**src/rtl/pipeline_ctrl_param.sv**
```systemverilog
// Hazard/exception controller: prefix stall mask, bubble insertion,
// deferred exception redirect with programmable flush length.
module pipeline_ctrl_param #(
  parameter int STAGES = 6,
  parameter int ADDR_W = 32,
  parameter int EXC_W = 5,
  parameter logic [EXC_W-1:0] EXC_ERET = EXC_W'('h0e),
  parameter logic [ADDR_W-1:0] EXC_VECTOR = ADDR_W'(32'hbfc0_0380),
  parameter logic [ADDR_W-1:0] INIT_PC = ADDR_W'(32'hbfc0_0000),
  parameter int FLUSH_LEN = 1,
  parameter int CNT_W = 32
) (
  input  logic              clk,
  input  logic              rst,
  input  logic [STAGES-1:0] stall_req,
  input  logic              stall_all,
  input  logic [EXC_W-1:0]  exception_type,
  input  logic [ADDR_W-1:0] cp0_epc,
  output logic [STAGES-1:0] stall,
  output logic [STAGES-1:0] bubble,
  output logic              flush,
  output logic [ADDR_W-1:0] exc_pc,
  output logic              exc_pending,
  output logic [CNT_W-1:0]  stall_cycles
);

  localparam int FL_W = $clog2(FLUSH_LEN + 1);
  localparam logic [FL_W-1:0] FL_LAST = FL_W'(FLUSH_LEN - 1);

  typedef enum logic [1:0] {RUN, HOLD, FLUSH} state_e;

  state_e            state_q, state_d;
  logic [ADDR_W-1:0] tgt_q, tgt_d;
  logic [FL_W-1:0]   fcnt_q, fcnt_d;
  logic [CNT_W-1:0]  cnt_q, cnt_d;
  logic [STAGES-1:0] mask, bub;
  logic              any;
  logic              exc_in;
  logic [ADDR_W-1:0] exc_tgt;

  // mask[i] set when any stage at or above i requests a stall
  always_comb begin
    mask = '0;
    bub = '0;
    any = 1'b0;
    for (int i = STAGES - 1; i >= 0; i--) begin
      any = any | stall_req[i];
      mask[i] = any;
    end
    for (int i = 1; i < STAGES; i++) begin
      bub[i] = mask[i-1] & ~mask[i];
    end
  end

  assign exc_in = (exception_type != '0);
  assign exc_tgt = (exception_type == EXC_ERET) ? cp0_epc : EXC_VECTOR;

  always_comb begin
    stall = '0;
    bubble = '0;
    unique case (state_q)
      RUN: begin
        if (stall_all) begin
          stall = '1;
        end else begin
          stall = mask;
          bubble = bub;
        end
      end
      HOLD: stall = '1;
      FLUSH: if (stall_all) stall = '1;
      default: stall = '0;
    endcase
  end

  always_comb begin
    state_d = state_q;
    tgt_d = tgt_q;
    fcnt_d = fcnt_q;
    unique case (state_q)
      RUN: begin
        if (exc_in) begin
          tgt_d = exc_tgt;
          fcnt_d = '0;
          state_d = stall_all ? HOLD : FLUSH;
        end
      end
      HOLD: if (!stall_all) state_d = FLUSH;
      FLUSH: begin
        if (!stall_all) begin
          if (fcnt_q == FL_LAST) state_d = RUN;
          else fcnt_d = fcnt_q + 1'b1;
        end
      end
      default: state_d = RUN;
    endcase
  end

  always_comb begin
    cnt_d = cnt_q;
    if (|stall && cnt_q != '1) cnt_d = cnt_q + 1'b1;
  end

  always_ff @(posedge clk or posedge rst) begin
    if (rst) begin
      state_q <= RUN;
      tgt_q <= INIT_PC;
      fcnt_q <= '0;
      cnt_q <= '0;
    end else begin
      state_q <= state_d;
      tgt_q <= tgt_d;
      fcnt_q <= fcnt_d;
      cnt_q <= cnt_d;
    end
  end

  assign flush = (state_q == FLUSH);
  assign exc_pc = flush ? tgt_q : INIT_PC;
  assign exc_pending = (state_q == HOLD);
  assign stall_cycles = cnt_q;

endmodule

```
**config.mk**
```make
export PLATFORM = sky130hd
export DESIGN_NAME = pipeline_ctrl_param
export DESIGN_NICKNAME = d
export VERILOG_FILES = /design/src/rtl/pipeline_ctrl_param.sv
export SDC_FILE = /design/constraint.sdc
export NUM_CORES = 1
export LEC_CHECK = 0
export ABC_AREA = 1
export BUFFER_PORTS_ARGS = -buffer_cell sky130_fd_sc_hd__clkbuf_2
export CORE_MARGIN = 2
export CORE_UTILIZATION = 40
export DETAILED_ROUTE_END_ITERATION = 10
export SLEW_MARGIN = 5
export SYNTH_ARGS = -nofsm -noshare
export SYNTH_HDL_FRONTEND = slang
export SYNTH_SLANG_ARGS = --single-unit
export TNS_END_PERCENT = 20
```
**constraint.sdc**
```tcl
create_clock -name clk -period 3.7 [get_ports clk]
set_clock_uncertainty 0.2 [all_clocks]
set_input_delay 0.185 -clock clk [delete_from_list [all_inputs] [get_ports clk]]
set_output_delay 0.185 -clock clk [all_outputs]
set_load 0.005 [all_outputs]
```
==> flow_summary.yaml <==
worst_setup_path:
  end_kind: "output port"
  cp_slowest_cell: "nor2_1"
  crit_chain: "inv_1 > nor2_1 > inv_1 > nor2_1 > clkbuf_2"
  arrival_ns: 2.46
  max_stage_delay_ns: 0.59
  cp-start-kind: "flip-flop"
  crit_type: "flip-flop to output port"
  crit_fanout: 23
  crit_required_ns: 3.31
logic_synthesis:
  syn-cell-area_um2: 3990
  syn_inst: 608
  yosysTopAreaCell: "dfrtp_1"
  yosys.area.top_type_share: 0.358
  yosysSeqAreaShare: 0.417
  synthesis.nets: 655
  synth.avg_cell_area_um2: 6.56
  yosys_warnings: 0
  synthTopCellsByArea: "dfrtp_1 36%, nand2_1 22%, nor2_1 8.1%, inv_1 6.9%, o21ai_0 6.4%"
  ys_types: 27
  synth_seq_cells: 66
floorplanning:
  die_y_um: 104
  io_pins: 124
  num_rows: 36
  dieArea_um2: 10800
  core_region_area_um2: 9730
  start_util: 0.410
  die_w_um: 104
sta:
  relSlewSlack: 0.358
  fin_crit_ns: 2.84
  rsz0062_at_grt: "no"
  drv_slew: 0
  fmax_ghz: 0.352
  hold_viol_final: 0
  worstMarginPinSlew_ns: 0.962
  post-route-period-util: 0.769
  setup-tns-final_ns: 0
  whs_ns: 0.116
  setup_viol: 0
global_routing:
  grt_pass1_vias: 4088
  overflow: 0
  grt_usage: 0.211
  grt_antenna_before_repair: 0
  grt_max_degree: 46
  grt_pass1_wl_um: 18700
route:
  wl_um: 10900
  via_count: 4162
  ant_nets: 0
  drtIter0Drc: 217
  drc: 0
  routedWlPerCell_um: 12.3
  drt_first_pass_iters: 4
  vias_per_cell: 4.66
pwr:
  p_leak_nw: 2.59
  peakVddDrop_mv: 0.210
  p_per_area_nw_per_um2: 445
final_layout:
  drive_above_1_share: 0.208
  final_nets: 802
  diodes: 0
  nFillCells: 973
  syn2layout_area_growth_pct: 31.0
placed_design:
  port_buffers: 122
  place_hpwl_um: 7910
  gp_congestion: 0.837
cts:
  clk_pin_slew_ns: 0.07
  clock_latency_ns: 0.35
  clockBufferDepth: 2
  cts_setup_buffers: 0
  clockRootBuffer: "clkbuf_8"
  cts_buffers: 9
  cts_tree: "built"
  htreeDepth: 3
  clock_sinks: 66
  cts_resized: 0
worst_hold_path:
  hold_path.class: "input port to flip-flop"
job:
  max_cap_viol_count: 0
run_status:
  status: "complete, no violations"
worst max-delay path, delay by kind of cell, from the launching register on:
family / cells / cell delay (ns)
DFF: 1 / 0.41
and+or+nand+nor: 2 / 0.87
buffers and inverters: 3 / 0.83
worst paths after layout:
path                                        startpoint                            to  slack (ns)  cells after the start
setup / recovery                state_q[1]$_DFFE_PP0P_                     exc_pc[9]        0.86                      5
min in group asynchronous                          rst          tgt_q[2]$_DFFE_PP0P_        0.39                      3
max in group asynchronous                          rst         tgt_q[23]$_DFFE_PP1P_        1.99                      4
setup reg to reg           stall_cycles[0]$_DFFE_PP0P_  stall_cycles[11]$_DFFE_PP0P_        1.21                     10
hold / removal                       exception_type[4]        state_q[0]$_DFFE_PP0P_        0.12                      5
hold reg to reg                  tgt_q[18]$_DFFE_PP0P_         tgt_q[18]$_DFFE_PP0P_        0.29                      2
cells by family (layout without fill, tap and decap cells):
kind of cell	after synthesis	after routing	synth area share
AND/OR/NAND/NOR	376	376	0.386
buffers and inverters	97	249	0.0973
flip-flops	66	66	0.417
AO/OA/AOI/OAI	55	55	0.0694
XOR/XNOR	12	12	0.0264
adder cells (fa/ha/maj)	1	1	0.00314
other	1	1	0.000941
cells in the final DEF (no fill, tap or decap), drive strengths merged:
cell | synthesis | layout
a21oi | 3 | 3
a31oi | 1 | 1
and3 | 1 | 1
buf | 7 | 3
bufinv | 0 | 1
clkbuf | 16 | 134
clkinv | 0 | 1
clkinvlp | 0 | 2
conb | 1 | 1
dfrtp | 57 | 57
dfstp | 9 | 9
dlygate4sd3 | 0 | 34
ha | 1 | 1
inv | 74 | 74
nand2 | 240 | 240
nand3 | 21 | 21
nand4 | 20 | 20
nor2 | 89 | 89
nor3 | 3 | 3
nor3b | 1 | 1
nor4 | 1 | 1
o21ai | 51 | 51
xnor2 | 5 | 5
xor2 | 7 | 7
layer usage:
layer	up-vias	global-route usage	share of wire	wire [µm]
met5	-	0	0	0
met2	127	0.367	0.48	5300
met3	15	0.0573	0.059	648
met4	0	0.0647	0.015	163
met1	1860	0.254	0.44	4830
li1	2160	-	-	-
Yosys cell counts (all sizes together):
cell type and count:
a21oi 3, buf 7, xor2 7, conb 1, ha 1, and3 1
nor4 1, nor3 3, nor3b 1, inv 74, a31oi 1, xnor2 5
nand4 20, clkbuf 16, nor2 89, o21ai 51, dfrtp 57, nand3 21
dfstp 9, nand2 240
state kept, by name (all words and copies together) (netlist names):
| signal | flops |
|---|---|
| stall_cycles | 32 |
| tgt_q | 32 |
| state_q | 2 |
per-stage QoR:
step | cells | cell area (µm²) | setup WS, ns | util | power [mW]
6_report | 893 | 5220 | 0.856 | 0.537 | 2.32
2_1_floorplan | 608 | 3990 | 1.68 | - | 1.44
5_1_grt | 893 | 5220 | 0.609 | 0.537 | 2.49
3_3_place_gp | 843 | 4680 | 1.30 | 0.481 | 1.66
4_1_cts | 893 | 5220 | 0.869 | 0.537 | 2.34
3_5_place_dp | 843 | 4680 | 1.22 | 0.481 | 1.67
where the power goes:
part	switching [mW]	leakage, nW	internal (mW)	total [mW]
Combinational	0.499	1.62	0.247	0.746
Sequential	0.0779	0.871	0.863	0.941
Clock	0.289	0.0986	0.347	0.636
timing repair:
item,in CTS,in global routing
hold buffers,34,0
hold endpoints to repair,75,0
endpoints found under the setup margin,0,0
layout make-up:
class	instances	area, µm²	share of cell area
Timing Repair Buffer	159	973	0.186
Inverter	74	278	0.0532
Tap cell	133	166	0.0319
Sequential cell	66	1660	0.318
Clock inverter	4	50.0	0.00959
Multi-Input combinational cell	445	1940	0.371
Clock buffer	12	155	0.0297
(Power assumes the default switching activity.)
